File: src/rtl/tft_timing_pkg.sv
// Timing constants, colour constants and test-pattern helpers shared by the
// 480x272 TFT timing controller. Consumed by tft_ctrl_if and tft_ctrl.
package tft_timing_pkg;

  // Horizontal timing in pixel clocks.
  localparam int H_SYNC  = 41;
  localparam int H_BACK  = 2;
  localparam int H_DISP  = 480;
  localparam int H_FRONT = 2;
  localparam int H_TOTAL = H_SYNC + H_BACK + H_DISP + H_FRONT;

  // Vertical timing in lines.
  localparam int V_SYNC  = 10;
  localparam int V_BACK  = 2;
  localparam int V_DISP  = 272;
  localparam int V_FRONT = 2;
  localparam int V_TOTAL = V_SYNC + V_BACK + V_DISP + V_FRONT;

  // Active window: start is inclusive, end is exclusive.
  localparam int H_ACT_START = H_SYNC + H_BACK;
  localparam int H_ACT_END   = H_ACT_START + H_DISP;
  localparam int V_ACT_START = V_SYNC + V_BACK;
  localparam int V_ACT_END   = V_ACT_START + V_DISP;

  // Test pattern bars are this many pixels wide.
  localparam int BAR_WIDTH = 60;

  typedef logic [15:0] rgb565_t;

  // RGB565 colours of the eight test bars.
  localparam rgb565_t COLOR_WHITE   = 16'hFFFF;
  localparam rgb565_t COLOR_YELLOW  = 16'hFFE0;
  localparam rgb565_t COLOR_CYAN    = 16'h07FF;
  localparam rgb565_t COLOR_GREEN   = 16'h07E0;
  localparam rgb565_t COLOR_MAGENTA = 16'hF81F;
  localparam rgb565_t COLOR_RED     = 16'hF800;
  localparam rgb565_t COLOR_BLUE    = 16'h001F;
  localparam rgb565_t COLOR_BLACK   = 16'h0000;

  // Bars listed from the left edge of the screen to the right edge.
  typedef enum logic [2:0] {
    BAR_WHITE, BAR_YELLOW, BAR_CYAN, BAR_GREEN,
    BAR_MAGENTA, BAR_RED, BAR_BLUE, BAR_BLACK
  } bar_e;

  // Map a bar index to its colour.
  function automatic rgb565_t bar_color(input bar_e bar);
    rgb565_t c;
    case (bar)
      BAR_WHITE:   c = COLOR_WHITE;
      BAR_YELLOW:  c = COLOR_YELLOW;
      BAR_CYAN:    c = COLOR_CYAN;
      BAR_GREEN:   c = COLOR_GREEN;
      BAR_MAGENTA: c = COLOR_MAGENTA;
      BAR_RED:     c = COLOR_RED;
      BAR_BLUE:    c = COLOR_BLUE;
      default:     c = COLOR_BLACK;
    endcase
    return c;
  endfunction

endpackage

File: src/rtl/tft_ctrl_if.sv
// Panel-side bundle of the TFT timing controller: the pixel request/response
// pair toward the image source plus the LCD connector signals.
// The master modport is the controller; the slave modport is the source/panel side.
interface tft_ctrl_if;
  import tft_timing_pkg::*;

  rgb565_t    data_in;
  logic [9:0] hcount;
  logic [9:0] vcount;
  rgb565_t    TFT_RGB;
  logic       TFT_HS;
  logic       TFT_VS;
  logic       TFT_CLK;
  logic       TFT_DE;
  logic       TFT_PWM;

  modport master (
    input  data_in,
    output hcount, vcount, TFT_RGB, TFT_HS, TFT_VS, TFT_CLK, TFT_DE, TFT_PWM
  );

  modport slave (
    output data_in,
    input  hcount, vcount, TFT_RGB, TFT_HS, TFT_VS, TFT_CLK, TFT_DE, TFT_PWM
  );

endinterface

File: src/rtl/tft_scan_counter.sv
// Enabled wrap counter: counts 0..MAX-1 while en is high and pulses wrap
// combinationally on the enabled cycle that returns it to 0.
module tft_scan_counter #(
  parameter int MAX   = 525,
  parameter int WIDTH = 10
) (
  input  logic             clk,
  input  logic             rst,
  input  logic             en,
  output logic [WIDTH-1:0] count,
  output logic             wrap
);

  assign wrap = en && (count == WIDTH'(MAX - 1));

  // Advance on enable, fold back to zero at the terminal value.
  always_ff @(posedge clk) begin
    if (rst) begin
      count <= '0;
    end else if (en) begin
      count <= wrap ? '0 : count + WIDTH'(1);
    end
  end

endmodule

File: src/rtl/tft_ctrl.sv
// RGB565 timing controller for a 480x272 TFT panel running on the 9 MHz
// pixel clock. Scan counters are registered; syncs, DE and the active-area
// coordinates are zero-latency decodes of them, and TFT_RGB is a same-cycle
// gate of the pixel data.
// Build option: define TFT_TEST_PATTERN_EN to replace data_in with eight
// vertical colour bars.
module tft_ctrl #(
  parameter int H_SYNC  = tft_timing_pkg::H_SYNC,
  parameter int H_BACK  = tft_timing_pkg::H_BACK,
  parameter int H_DISP  = tft_timing_pkg::H_DISP,
  parameter int H_FRONT = tft_timing_pkg::H_FRONT,
  parameter int V_SYNC  = tft_timing_pkg::V_SYNC,
  parameter int V_BACK  = tft_timing_pkg::V_BACK,
  parameter int V_DISP  = tft_timing_pkg::V_DISP,
  parameter int V_FRONT = tft_timing_pkg::V_FRONT
) (
  input  logic          Clk9M,
  input  logic          Rst,
  tft_ctrl_if.master    tft
);

  localparam int H_TOTAL = H_SYNC + H_BACK + H_DISP + H_FRONT;
  localparam int V_TOTAL = V_SYNC + V_BACK + V_DISP + V_FRONT;

  localparam logic [9:0] HS_END  = 10'(H_SYNC);
  localparam logic [9:0] VS_END  = 10'(V_SYNC);
  localparam logic [9:0] H_START = 10'(H_SYNC + H_BACK);
  localparam logic [9:0] H_END   = 10'(H_SYNC + H_BACK + H_DISP);
  localparam logic [9:0] V_START = 10'(V_SYNC + V_BACK);
  localparam logic [9:0] V_END   = 10'(V_SYNC + V_BACK + V_DISP);

  logic [9:0] hcnt;
  logic [9:0] vcnt;
  logic       h_wrap;
  logic       unused_v_wrap;
  logic       h_active;
  logic       v_active;
  logic       de;
  logic [9:0] hcount_i;
  logic [9:0] vcount_i;
  logic       pwm_q;
  tft_timing_pkg::rgb565_t pixel;

  tft_scan_counter #(.MAX(H_TOTAL), .WIDTH(10)) u_hcnt (
    .clk   (Clk9M),
    .rst   (Rst),
    .en    (1'b1),
    .count (hcnt),
    .wrap  (h_wrap)
  );

  // The vertical counter steps once per line, on the horizontal wrap.
  tft_scan_counter #(.MAX(V_TOTAL), .WIDTH(10)) u_vcnt (
    .clk   (Clk9M),
    .rst   (Rst),
    .en    (h_wrap),
    .count (vcnt),
    .wrap  (unused_v_wrap)
  );

  assign h_active = (hcnt >= H_START) && (hcnt < H_END);
  assign v_active = (vcnt >= V_START) && (vcnt < V_END);
  assign de       = h_active && v_active;
  assign hcount_i = de ? (hcnt - H_START) : '0;
  assign vcount_i = de ? (vcnt - V_START) : '0;

`ifdef TFT_TEST_PATTERN_EN
  logic unused_data_in;
  assign unused_data_in = ^tft.data_in;
  assign pixel = tft_timing_pkg::bar_color(
                   tft_timing_pkg::bar_e'(3'(hcount_i / 10'(tft_timing_pkg::BAR_WIDTH))));
`else
  assign pixel = tft.data_in;
`endif

  // Backlight comes on the first clock after reset is released.
  always_ff @(posedge Clk9M) begin
    if (Rst) begin
      pwm_q <= 1'b0;
    end else begin
      pwm_q <= 1'b1;
    end
  end

  assign tft.hcount  = hcount_i;
  assign tft.vcount  = vcount_i;
  assign tft.TFT_HS  = (hcnt >= HS_END);
  assign tft.TFT_VS  = (vcnt >= VS_END);
  assign tft.TFT_DE  = de;
  assign tft.TFT_RGB = de ? pixel : '0;
  assign tft.TFT_CLK = Clk9M;
  assign tft.TFT_PWM = pwm_q;

endmodule

File: src/flat_wrapper.sv
// flat-port wrapper written by rule: the top's interface ports become plain ports
module tft_ctrl_flat 
#(
  parameter int H_SYNC  = tft_timing_pkg::H_SYNC,
  parameter int H_BACK  = tft_timing_pkg::H_BACK,
  parameter int H_DISP  = tft_timing_pkg::H_DISP,
  parameter int H_FRONT = tft_timing_pkg::H_FRONT,
  parameter int V_SYNC  = tft_timing_pkg::V_SYNC,
  parameter int V_BACK  = tft_timing_pkg::V_BACK,
  parameter int V_DISP  = tft_timing_pkg::V_DISP,
  parameter int V_FRONT = tft_timing_pkg::V_FRONT
)
  (Clk9M, Rst, tft_data_in, tft_hcount, tft_vcount, tft_TFT_RGB, tft_TFT_HS, tft_TFT_VS, tft_TFT_CLK, tft_TFT_DE, tft_TFT_PWM);
  tft_ctrl_if tft_i ();
  input  logic Clk9M;
  input  logic Rst;
  input wire logic [$bits(tft_i.data_in)-1:0] tft_data_in;
  output wire logic [$bits(tft_i.hcount)-1:0] tft_hcount;
  output wire logic [$bits(tft_i.vcount)-1:0] tft_vcount;
  output wire logic [$bits(tft_i.TFT_RGB)-1:0] tft_TFT_RGB;
  output wire logic [$bits(tft_i.TFT_HS)-1:0] tft_TFT_HS;
  output wire logic [$bits(tft_i.TFT_VS)-1:0] tft_TFT_VS;
  output wire logic [$bits(tft_i.TFT_CLK)-1:0] tft_TFT_CLK;
  output wire logic [$bits(tft_i.TFT_DE)-1:0] tft_TFT_DE;
  output wire logic [$bits(tft_i.TFT_PWM)-1:0] tft_TFT_PWM;
  assign tft_i.data_in = tft_data_in;
  assign tft_hcount = tft_i.hcount;
  assign tft_vcount = tft_i.vcount;
  assign tft_TFT_RGB = tft_i.TFT_RGB;
  assign tft_TFT_HS = tft_i.TFT_HS;
  assign tft_TFT_VS = tft_i.TFT_VS;
  assign tft_TFT_CLK = tft_i.TFT_CLK;
  assign tft_TFT_DE = tft_i.TFT_DE;
  assign tft_TFT_PWM = tft_i.TFT_PWM;
  tft_ctrl #(.H_SYNC(H_SYNC), .H_BACK(H_BACK), .H_DISP(H_DISP), .H_FRONT(H_FRONT), .V_SYNC(V_SYNC), .V_BACK(V_BACK), .V_DISP(V_DISP), .V_FRONT(V_FRONT)) u_core (.Clk9M(Clk9M), .Rst(Rst), .tft(tft_i));
endmodule
File: config.mk
export PLATFORM = sky130hd
export DESIGN_NAME = tft_ctrl_flat
export DESIGN_NICKNAME = d
export VERILOG_FILES = /design/src/rtl/tft_timing_pkg.sv /design/src/rtl/tft_ctrl_if.sv /design/src/rtl/tft_scan_counter.sv /design/src/rtl/tft_ctrl.sv /design/src/flat_wrapper.sv
export SDC_FILE = /design/constraint.sdc
export NUM_CORES = 1
export LEC_CHECK = 0
export CORE_UTILIZATION = 47
export DETAILED_ROUTE_END_ITERATION = 10
export GPL_TIMING_DRIVEN = 0
export PLACE_DENSITY_LB_ADDON = 0.12
export RECOVER_POWER = 25
export SYNTH_ARGS = -nofsm -noshare
export SYNTH_HDL_FRONTEND = slang
export SYNTH_HIERARCHICAL = 1
export SYNTH_SLANG_ARGS = --single-unit
File: constraint.sdc
create_clock -name Clk9M -period 3.4 [get_ports Clk9M]
set_input_delay 0.85 -clock Clk9M [delete_from_list [all_inputs] [get_ports Clk9M]]
set_output_delay 0.85 -clock Clk9M [all_outputs]
set_load 0.005 [all_outputs]
# Yosys cells after proc, flatten, opt, wreduce, memory -nomap -nowiden
# Index checks and enable logic that the tools add are counted.
[op_classes] addsub=4 magnitude_cmp=6 n_eq_ne=2 n_mux=5 reduce_logical=5
[op_table] operator="$mux 10" count=3
[op_table] operator="$add 10x1->10 const B" count=2
[op_table] operator="$ge 10x4->1 const B" count=2
[op_table] operator="$ge 10x6->1 const B" count=2
[op_table] operator="$mux 16" count=1
[op_table] operator="$eq 10x10->1 const B" count=1
[op_table] operator="$eq 10x9->1 const B" count=1
[op_table] operator="$lt 10x10->1 const B" count=1
[op_table] operator="$lt 10x9->1 const B" count=1
[op_table] operator="$sub 10x4->10 const B" count=1
[op_table] operator="$sub 10x6->10 const B" count=1
[op_table] operator="$logic_and 1x1->1" count=4
[op_table] operator="$reduce_or 2->1" count=1
[op_table] operator="$mux 1" count=1
[totals] regBits=21 input_bits=18 wordCells=25

# Longest topological paths before layout
[logic_depth] word_depth=4 depth_mapped=10 mapped_depth_nobuf=8

# Modules after synthesis
# Netlist, hierarchy kept.
[by_module_without_submodules] module="tft_ctrl" instances=1 cells_per_inst=105 area_per_inst_um2=693.2 seq_area_each_um2=20.0
[by_module_without_submodules] module="tft_scan_counter at u_core.u_vcnt" instances=1 cells_per_inst=55 area_per_inst_um2=505.5 seq_area_each_um2=200.2
[by_module_without_submodules] module="tft_scan_counter at u_core.u_hcnt" instances=1 cells_per_inst=56 area_per_inst_um2=503.0 seq_area_each_um2=200.2

==> impl_results.md <==
* Dpl ws at 0.0804 ns
* Switching share of power at 23.3%
* CTS tree: built
* # IOs at 59
* GRT Total Usage at 25.7%
* Critical Path Start Type: clock port
* Ys flop type: dfxtp_1
* DRT antenna net count at 0
* Max_cap viols at 0
* Max-slew violations at 0
* Least-Margin Pin Slew at 0.881 ns
* Setup tns final at 0 ns
* Post-synth ARST share at 0%
* Via total after detailed routing at 1810
* Wire length on met1 at 1970 um
* Residual DRC at 0
* Gp weighted congestion at 0.810
* Skew-Pair Late Insertion Delay at 0.42 ns
* Vias per Instance at 5.29
* Row cnt at 21
* HPWL Detailed at 3040 um
* Average size of a mapped cell at 7.88 um^2
* Antenna violations before repair at 0
* Starting Density at 50.2%
* Commonest non-fill, non-tap cell in the layout: nor2_1
* CP Data Required Time at 2.55 ns
* Type of element capturing the critical path: primary output
* Internal Pwr Total at 390 uW
* Die width at 62.2 um
* Initial drt markers at 59
* Switching power at 119 uW
* WL met2 at 2220 um
* Final instance area at 2560 um^2
* Static leakage at 1.47 nW
* Placement Cell Area at 2340 um^2
* Synthesized area at 1700 um^2
* Max layer used: met4
* Post-route insts no fill at 342
* Ys Warns at 6
* Design Power at 508 uW
* Status: finished clean
* P&R area growth vs syn at 50.7%
* HP Class: register to register
* Share of total power in the clock network at 42.4%
* Placed cells at 320
* # nets final at 324
* #FFs+latches synth at 21
* Layout cells sized above 1 at 18.6%
* Crit path DAT at 2.48 ns
* Area of the core at 3390 um^2
* Sequential area share after synthesis at 24.7%
* Clk_skew at 0.00230 ns
* Post-CTS Hold Fix Bufs at 0
* Die ar. at 3870 um^2
* Setup slack, reg-to-reg at 0.34 ns
* Total Wirelength at 4690 um
* Pre-antenna DRT Iters at 4
* Vias in the first global route at 1756
* Final setup margin at 0.0680 ns
* Final setup viols at 0
* Worst setup path category: clock port to primary output
* Largest net degree at the start of global routing at 14
* EDFF count, synth at 0
* GRT overflow at 0
* Sequential power share at 48.5%
* DIE HEIGHT at 62.2 um
* Clock transition at path regs at 0.11 ns
* Routed length per placed instance at 13.7 um
* Final hold violation count at 0
* IO buf count at 58
* Commonest cells after routing, fill and taps aside: nor2_1, clkdlybuf4s50_1, and2_1
* Inserted Diodes at 0
* Syn Inst Count at 216
* Synth cell types at 49
* Syn_nets at 243
* Met3 wire len at 447 um
* Power density cells at 198 nW/um^2
* Peak VDD IR at 289 uV
* Slew headroom at 40.8%
* First-pass GRT wire length at 7960 um
* Largest fanout on the critical path at 2
* Comb power frac at 9.1%
-- cells in the mapped netlist (2+ instances only) --
library cell | instances | share of area [%]
buf_2 | 3 | 0.88
nand3b_1 | 2 | 0.88
nor3_1 | 7 | 2.1
and2_1 | 21 | 7.7
buf_4 | 2 | 0.88
o21ai_0 | 8 | 2.4
buf_6 | 2 | 1.3
nand4_1 | 9 | 3.3
a211oi_1 | 2 | 0.88
nor2_1 | 31 | 6.8
ha_1 | 9 | 6.6
o21bai_1 | 2 | 0.88
xnor2_1 | 8 | 4.1
nand4_2 | 2 | 1.5
o21a_1 | 2 | 0.88
a21oi_1 | 10 | 2.9
inv_1 | 11 | 2.4
nand2b_1 | 4 | 1.5
nand3_1 | 5 | 1.5
dfxtp_1 | 21 | 25
nand2_1 | 12 | 2.6
or3_1 | 4 | 1.5
xor2_1 | 13 | 6.7
-- timing repair --
action | CTS | global route
buffers inserted | 13 | 1
gates resized for setup | 37 | 32
pin swaps | 3 | 0
hold endpoints to repair | 0 | 0
gates cloned | 1 | 0
endpoints found under the setup margin | 37 | 23
-- sequential cells by signal (all words and copies together), names as in the netlist --
| signal | flops |
|---|---|
| u_core/tft.TFT_PWM | 1 |
| u_core/u_vcnt/count | 10 |
| u_core/u_hcnt/count | 10 |
-- metal layers --
layer,up-vias,GRT usage (%)
li1,901,-
met1,810,30.2
met2,94,42.6
met3,5,6.62
met4,0,13.7
met5,-,0
-- final cells by class --
type / count / area (um^2)
clock buffers: 8 / 58.8
flip-flops and latches: 21 / 445
repair buffers: 72 / 697
well taps: 46 / 57.6
plain buffers: 7 / 57.6
fillers: 273 / 826
inverters: 12 / 45.0
multi-input cells: 176 / 1200
-- cells by family after synthesis --
| logic type | count (synthesis) | synth area share, % |
|---|---|---|
| AND/OR/NAND/NOR | 109 | 36.3 |
| AO/OA/AOI/OAI | 35 | 15.0 |
| XOR/XNOR | 21 | 10.8 |
| flip-flops | 21 | 24.7 |
| buffers and inverters | 19 | 5.73 |
| adder cells (fa/ha/maj) | 9 | 6.62 |
| other | 1 | 0.220 |
| multiplexers | 1 | 0.588 |
-- stage by stage --
stage               hold slack [ns]  utilization, %
floorplan                     0.494               -
global placement              0.527            69.0
detailed placement            0.536            69.0
CTS                           0.556            74.3
global route                  0.611            75.6
finish                        0.568            75.6
-- power by group through the flow --
stage | combinational, mW | sequential, mW | clock [mW]
floorplan | 0.0157 | 0.258 | 0.0191
global placement | 0.0397 | 0.260 | 0.0411
detailed placement | 0.0403 | 0.260 | 0.0411
CTS | 0.0472 | 0.246 | 0.230
global route | 0.0503 | 0.247 | 0.244
finish | 0.0462 | 0.247 | 0.216
-- critical path, stage by stage --
cell and delay (ns):
clkbuf_4 0.11, clkbuf_4 0.12, buf_4 0.12, clkdlybuf4s50_1 0.43
-- final timing paths --
path / from / to / depth (start not counted)
min: u_core/u_vcnt/count[9]$_SDFFE_PP0P_ / u_core/u_vcnt/count[9]$_SDFFE_PP0P_ / 2
max: Clk9M / tft_TFT_CLK / 4
min reg2reg: u_core/u_vcnt/count[9]$_SDFFE_PP0P_ / u_core/u_vcnt/count[9]$_SDFFE_PP0P_ / 2
max reg2reg: u_core/u_hcnt/count[0]$_SDFFE_PP0P_ / u_core/u_vcnt/count[3]$_SDFFE_PP0P_ / 10
(Power assumes the default switching activity.)
